File: config.mk
export PLATFORM = sky130hd
export DESIGN_NAME = frame_pattern_gen
export DESIGN_NICKNAME = d
export VERILOG_FILES = /design/src/rtl/frame_pattern_gen.sv
export SDC_FILE = /design/constraint.sdc
export NUM_CORES = 1
export LEC_CHECK = 0
export ABC_AREA = 1
export BUFFER_PORTS_ARGS = -buffer_cell sky130_fd_sc_hd__buf_2
export CORE_UTILIZATION = 30
export DETAILED_ROUTE_END_ITERATION = 8
export GPL_ROUTABILITY_DRIVEN = 0
export SLEW_MARGIN = 15
export SYNTH_ARGS = -nofsm -noshare
export SYNTH_HDL_FRONTEND = slang
export SYNTH_SLANG_ARGS = --single-unit
File: constraint.sdc
create_clock -name clk -period 2.18 [get_ports clk]
set_input_delay 0 -clock clk [delete_from_list [all_inputs] [get_ports clk]]
set_output_delay 0 -clock clk [all_outputs]
set_load 0.02 [all_outputs]
File: src/rtl/frame_pattern_gen.sv
// Test-pattern frame generator: walks x/y over an H_ACTIVE x V_ACTIVE frame and
// presents one pixel per cycle on a valid/ready write port.
module frame_pattern_gen #(
    parameter int H_ACTIVE = 640,
    parameter int V_ACTIVE = 480,
    parameter int DATA_W   = 8,
    parameter int BAR_LOG2 = 6,
    parameter int FCNT_W   = 8
) (
    input  logic              clk,
    input  logic              reset,
    input  logic              start,
    input  logic              continuous,
    input  logic              stop,
    input  logic [2:0]        mode,
    output logic              wr_valid,
    input  logic              wr_ready,
    output logic [DATA_W-1:0] wr_data,
    output logic [15:0]       wr_x,
    output logic [15:0]       wr_y,
    output logic              sof,
    output logic              eol,
    output logic              busy,
    output logic              done,
    output logic [FCNT_W-1:0] frame_count
);

    typedef enum logic [1:0] {ST_IDLE, ST_RUN, ST_DONE} state_t;

    localparam logic [15:0] X_LAST = 16'(H_ACTIVE - 1);
    localparam logic [15:0] Y_LAST = 16'(V_ACTIVE - 1);
    localparam logic [15:0] X_HALF = 16'(H_ACTIVE / 2);
    localparam logic [15:0] Y_HALF = 16'(V_ACTIVE / 2);

    localparam longint unsigned PIX_MAX_L = (longint'(1) << DATA_W) - 1;
    localparam logic [DATA_W-1:0] PIX_MAX        = '1;
    localparam logic [DATA_W-1:0] PIX_THIRD      = DATA_W'(PIX_MAX_L / 3);
    localparam logic [DATA_W-1:0] PIX_TWO_THIRDS = DATA_W'((2 * PIX_MAX_L) / 3);

    state_t            state_q, state_d;
    logic [15:0]       x_q, x_d;
    logic [15:0]       y_q, y_d;
    logic [FCNT_W-1:0] fcnt_q, fcnt_d;
    logic [2:0]        mode_q, mode_d;
    logic              stop_pend_q, stop_pend_d;

    logic              xfer;
    logic              last_x;
    logic              last_px;
    logic [15:0]       xy;
    logic [DATA_W-1:0] pix;

    assign xfer    = (state_q == ST_RUN) && wr_ready;
    assign last_x  = (x_q == X_LAST);
    assign last_px = last_x && (y_q == Y_LAST);

    always_comb begin
        state_d     = state_q;
        x_d         = x_q;
        y_d         = y_q;
        fcnt_d      = fcnt_q;
        mode_d      = mode_q;
        stop_pend_d = stop_pend_q;
        unique case (state_q)
            ST_IDLE, ST_DONE: begin
                if (start) begin
                    state_d     = ST_RUN;
                    x_d         = '0;
                    y_d         = '0;
                    fcnt_d      = '0;
                    mode_d      = mode;
                    stop_pend_d = 1'b0;
                end
            end
            ST_RUN: begin
                if (stop) stop_pend_d = 1'b1;
                if (xfer) begin
                    if (last_x) begin
                        x_d = '0;
                        y_d = y_q + 16'd1;
                    end else begin
                        x_d = x_q + 16'd1;
                    end
                    if (last_px) begin
                        fcnt_d = fcnt_q + FCNT_W'(1);
                        y_d    = '0;
                        // a stop arriving with the last pixel still ends the run
                        if (continuous && !stop_pend_q && !stop) mode_d = mode;
                        else                                      state_d = ST_DONE;
                    end
                end
            end
            default: state_d = ST_IDLE;
        endcase
    end

    always_ff @(posedge clk) begin
        if (reset) begin
            state_q     <= ST_IDLE;
            x_q         <= '0;
            y_q         <= '0;
            fcnt_q      <= '0;
            mode_q      <= '0;
            stop_pend_q <= 1'b0;
        end else begin
            state_q     <= state_d;
            x_q         <= x_d;
            y_q         <= y_d;
            fcnt_q      <= fcnt_d;
            mode_q      <= mode_d;
            stop_pend_q <= stop_pend_d;
        end
    end

    // Pixel value is purely a function of registered position, so it holds during stalls
    always_comb begin
        pix = '0;
        xy  = x_q ^ y_q;
        unique case (mode_q)
            3'd0: begin
                if (y_q < Y_HALF) pix = (x_q < X_HALF) ? '0 : PIX_THIRD;
                else              pix = (x_q < X_HALF) ? PIX_TWO_THIRDS : PIX_MAX;
            end
            3'd1:    pix = x_q[BAR_LOG2] ? PIX_MAX : '0;
            3'd2:    pix = y_q[BAR_LOG2] ? PIX_MAX : '0;
            3'd3:    pix = xy[BAR_LOG2] ? PIX_MAX : '0;
            3'd4:    pix = DATA_W'(x_q);
            3'd5:    pix = DATA_W'(fcnt_q);
            3'd6:    pix = PIX_MAX;
            default: pix = '0;
        endcase
    end

    assign wr_valid    = (state_q == ST_RUN);
    assign busy        = (state_q == ST_RUN);
    assign done        = (state_q == ST_DONE);
    assign wr_data     = wr_valid ? pix : '0;
    assign wr_x        = x_q;
    assign wr_y        = y_q;
    assign sof         = wr_valid && (x_q == 16'd0) && (y_q == 16'd0);
    assign eol         = wr_valid && last_x;
    assign frame_count = fcnt_q;

endmodule

Word-level counts from Yosys, hierarchy flattened
Cells that the tools add are included.

cells by class
  eq/ne operators = 17
  add/subtract/negate cells = 3
  shift-type cells = 0
  bitwise gates (word level) = 1
  order comparisons = 2
  divide/modulo/power cells = 0
  reduce and logical (&&, ||, !) cells = 21
  multiply operators = 0
  muxes and demuxes = 33

operators with widths
  operator                                                                        number
  16-bit 2-to-1 mux                                                               6
  8-bit 2-to-1 mux                                                                8
  16-bit one-hot mux with 2 select lines                                          2
  8-bit one-hot mux with 7 select lines                                           1
  16-bit by 1-bit adder with 16-bit output (second input constant)                2
  16-bit logical NOT                                                              2
  16-bit by 10-bit == test with 1-bit output (second input constant)              1
  16-bit by 9-bit == test with 1-bit output (second input constant)               1
  16-bit by 8-bit less-than comparator with 1-bit output (second input constant)  1
  16-bit by 9-bit less-than comparator with 1-bit output (second input constant)  1
  8-bit one-hot mux with 2 select lines                                           1
  7-bit 2-to-1 mux                                                                2
  3-bit 2-to-1 mux                                                                4
  4-bit AND reduction                                                             3
  3-bit == test (second input constant)                                           3
  8-bit by 1-bit adder with 8-bit output (second input constant)                  1
  2-bit 2-to-1 mux                                                                4
  1-bit logical AND                                                               7
  7-bit bitwise XOR                                                               1
  3-bit by 2-bit == test with 1-bit output (second input constant)                2
  2-bit by 1-bit != test with 1-bit output (second input constant)                3
  2-bit != test (second input constant)                                           3
  3-bit one-hot mux with 2 select lines                                           1
  3-bit AND reduction                                                             2
  other kinds (13)                                                                15

word-level totals
  bits of input ports = 9
  ROM bits = 0
  bits in latches = 0
  RAM bits = 0
  logic and storage cells = 83
  memories kept = 0
  output and inout bits = 53
  register bits after elaboration = 46

Longest topological paths before layout
  word-level depth = 7
  mapped depth = 11
  gate-level depth less buffers = 11

Worst setup path after synthesis
OpenSTA, ideal clock, no wires.

  path kind = reg-to-reg
  start = reg x_q[1], in the netlist wr_x[1]
  end = reg y_q[5], in the netlist wr_y[5]
  setup time = 0.114 ns
  path buffers = 1
  arrival time = 1.616 ns
  period minus slack after synthesis = 1.730 ns
  cell stages (with the launch flop) = 10
  required time = 2.066 ns
  slack = 0.450 ns
  cells stage by stage = dfxtp_1 > ha_1 > nand2_1 > nor2_2 > nand3_4 > a21oi_4 > buf_6 > nand3_1 > nand2_1 > nor2_1

on the way
  longest elaborated chain between the ends = 5
  elaborated cells on any way between the ends = 7
  classes of those cells = eq/ne: 2; mux: 3; reduce/logical: 2

ends and longest elaborated chain
  element                                       RTL line  RTL
  from (decl)                                   41        logic [15:0] x_q, x_d;
  from (signal assigned)                        100       x_q <= '0;
  from (signal assigned)                        107       x_q <= x_d;
  16-bit by 10-bit == test with 1-bit output *  54        assign last_x = (x_q == X_LAST);
  1-bit logical AND                             55        assign last_px = last_x && (y_q == Y_LAST);
  16-bit 2-to-1 mux                             84        if (last_px) begin
  16-bit 2-to-1 mux                             77        if (xfer) begin
  16-bit one-hot mux with 2 select lines        64        unique case (state_q)
  to (signal assigned)                          108       y_q <= y_d;
  to (decl)                                     42        logic [15:0] y_q, y_d;

Every way passes the cells marked *; elsewhere a longest branch is shown, timed or not. The select of a mux whose other input is x is not followed.
A chain may end at the register's enable or synchronous reset.

Worst setup path in the final report
  start = reg state_q[0]
  end = reg stop_pend_q

on the way
  longest elaborated chain between the ends = 4
  elaborated cells on any way between the ends = 9
  classes of those cells = eq/ne: 4; mux: 1; reduce/logical: 4

ends and longest elaborated chain
  element                                                               RTL line  RTL
  from (decl)                                                           40        state_t state_q, state_d;
  from (signal assigned)                                                106       state_q <= state_d;
  2-bit == test / 2-bit logical NOT (equally long branches)             64
  2-bit OR reduction                                                    64
  2-bit != test (no line) / 2-bit nonzero test (equally long branches)  -
  3-bit AND reduction (no line)                                         -
  to (signal assigned)                                                  111       stop_pend_q <= stop_pend_d;
  to (decl)                                                             45        logic stop_pend_q, stop_pend_d;

Parallel ways exist; a longest one is shown, timed or not.

==> flow_summary.toml <==
[status]
run_status = "complete, no violations"

[min_path]
hold_path.startpoint = "continuous"
hp-class = "in2reg"

[clock_network]
htreeDepth = 2
cts_buffers = 5
cts_setup_buffers = 0
cts.sinks = 46
worstSkewPairLatency_ns = 0.31
cts.clk_slew.worst_paths_ns = 0.10
ctsLongestPathBuffers = 2
cts_tree = "built"
clock-root-buffer = "clkbuf_8"

[placed_design]
detailed_place_hpwl_microns = 7260
placed_cells = 698
port_buffers = 61

[detailed_routing]
wl_microns = 9570
wl_per_cell_microns = 13.5
drc = 0
vias_per_cell = 4.87
initialDrtViolationCount = 231
vias = 3466
antenna_left = 0
drtPass1Iterations = 5

[sta]
slew_headroom_pct = 61.0
finClkSkew_ns = 0.00835
setup_viol = 0
min_period_over_period_pct = 95.2
worst_pin_slew_ns = 0.586
rsz0062_at_grt = "no"
finalHoldViolations = 0
period_needed_ns = 2.08
fmax_mhz = 482
fin_setup_tns_ns = 0
drv_slew = 0

[floorplanning]
io_pins = 62
die_w_microns = 104
row_count = 36
die_area_sq_um = 10800
fp.coreArea_sq_um = 9950
initial_core_util_pct = 31.4
die_height_microns = 104

[pwr]
peakVddDrop_mv = 0.300
powerDensity_nw_per_um2 = 786
p_leak_uw = 0.00169

[global_route]
top_usage_layer = "met2"
grt_max_degree = 17
grtUsageMet3_pct = 3.51
met1_usage_pct = 23.8
gr-usage-all-layers_pct = 18.1
antenna_found_initial = 0
grt_pass1_wl_microns = 16200
overflow = 0
grtUsageMet2_pct = 29.8
grt_pass1_vias = 3397

[final_layout]
ff_latch_area_sq_um = 921
n_antenna_cell = 0
nets = 591
fin_cells = 711
syn_to_final_growth_pct = 18.9
num-fill-cells = 1070
multi_input_area_sq_um = 1830
drive_gt1_share_pct = 16.6

[setup_path]
crit_arrival_ns = 2.34
cp-start-kind = "flip-flop"
worstPathRequired_ns = 2.44
crit_path_start = "state_q[0]$_SDFFE_PP0P_"
cp-end-kind = "flip-flop"
worstSetupPathType = "reg2reg"
crit_fanout = 13
timing.rr.start = "state_q[0]$_SDFFE_PP0P_"

[synth]
async_reset_ff_share_pct = 0
ys.flop_type = "dfxtp_1"
synth-edff-count = 0
ys_seq_area_share_pct = 29.4
yosysTopAreaCellShare_pct = 29.4
synth_area_leaders = "dfxtp_1 (29%), nand2_1 (15%), nor2_1 (11%)"
ys_types = 40
synth-seq-cells = 46
synth_area_sq_um = 3130
synth_top_area_cell = "dfxtp_1"
yosys_warnings = 0
synth_top_cells_by_count = "nand2_1 (125), nor2_1 (91), inv_1 (71)"
yosys.cell_count.top_type = "nand2_1"
syn_avg_cell_area_sq_um = 6.11
syn-num-nets = 526
netlist_instances = 512

[flow_run]
maxCapViolCount = 0
## flip-flops by register name, indices dropped and copies added, names as in the netlist
register	count
wr_y	16
state_q	2
wr_x	16
frame_count	8
stop_pend_q	1
mode_q	3
## metal layers
layer / routed length, microns / vias to the layer above
li1: - / 1748
met1: 4460 / 1588
met2: 4360 / 123
met3: 662 / 7
met4: 82 / 0
met5: 0 / -
## final timing paths
| path | slack, ns | to | cells after the start |
|---|---|---|---|
| worst min-delay path | 0.09 | state_q[1]$_SDFFE_PP0P_ | 4 |
| worst max register to register | 0.10 | stop_pend_q$_SDFFE_PP0P_ | 6 |
| worst max-delay path | 0.10 | stop_pend_q$_SDFFE_PP0P_ | 6 |
| worst min register to register | 0.53 | frame_count[4]$_SDFFE_PP0P_ | 2 |
## report_power, final
| part | internal (uW) | switching [uW] | leakage (uW) |
|---|---|---|---|
| sequential | 908 | 84.2 | 0.000372 |
| combinational | 346 | 930 | 0.00127 |
| clock | 338 | 322 | 0.0000579 |
| total | 1590 | 1340 | 0.00169 |
## worst max-delay path, stage by stage, from the launching register on
cell and delay, ns:
dfxtp_1 0.43, nand2_2 0.23, clkinv_2 0.26, buf_4 0.24
nand2_1 0.07, a221oi_1 0.22, dlygate4sd3_1 0.57
## cell usage in the layout (no fill, tap or decap), types with 2 or more instances in the layout
| cell | netlist | layout |
|---|---|---|
| nor2_1 | 91 | 91 |
| o21ai_0 | 19 | 19 |
| clkinv_2 | 1 | 3 |
| nand4_1 | 13 | 13 |
| dfxtp_1 | 46 | 46 |
| nor3b_1 | 3 | 3 |
| inv_2 | 2 | 2 |
| a21oi_1 | 23 | 23 |
| xor2_1 | 9 | 9 |
| xnor2_1 | 2 | 2 |
| buf_2 | 4 | 61 |
| nor2_2 | 2 | 2 |
| inv_1 | 71 | 71 |
| ha_1 | 5 | 5 |
| dlygate4sd3_1 | 0 | 5 |
| o21ai_1 | 3 | 3 |
| clkbuf_8 | 0 | 5 |
| nand2_1 | 125 | 125 |
| nand3_4 | 2 | 2 |
| nand3_1 | 45 | 45 |
| nand2_2 | 4 | 4 |
| buf_4 | 4 | 8 |
| nor3_1 | 13 | 12 |
| nor4_1 | 2 | 2 |
## cells by family after synthesis
group | count (synthesis) | synth area share (%)
and+or+nand+nor | 307 | 43.6
DFF | 46 | 29.4
adders and majority gates | 5 | 2.00
buffers and inverters | 90 | 12.2
AOI/OAI and AO/OA | 53 | 9.71
xor gates and xnor gates | 11 | 3.08
## cell type report
type,count,area share [%]
sequential,46,24.7
multi-input combinational,376,49.2
inverter,74,7.49
timing repair buffer,74,11.2
tap,133,4.47
clock inverter,3,1.08
clock buffer,5,1.85
## through the flow
| step | hold WS, ns | utilization [%] | cell area [sq um] | total power [uW] | setup slack (ns) |
|---|---|---|---|---|---|
| after detailed placement | 0.237 | 35.8 | 3560 | 2270 | 0.233 |
| after global routing | 0.120 | 37.4 | 3720 | 3110 | 0.0115 |
| after floorplan | 0.116 | - | 3130 | 1960 | 0.450 |
| final | 0.0863 | 37.4 | 3720 | 2930 | 0.104 |
| after CTS | 0.0864 | 37.4 | 3720 | 2930 | 0.104 |
| after global placement | 0.226 | 35.8 | 3560 | 2250 | 0.247 |
## what timing repair did
item                                    4_1_cts  5_1_grt
endpoints found under the setup margin        0        1
hold buffers                                  5        0
resized for setup                             0        1
hold endpoints to repair                      4        0
(Power assumes the default switching activity.)
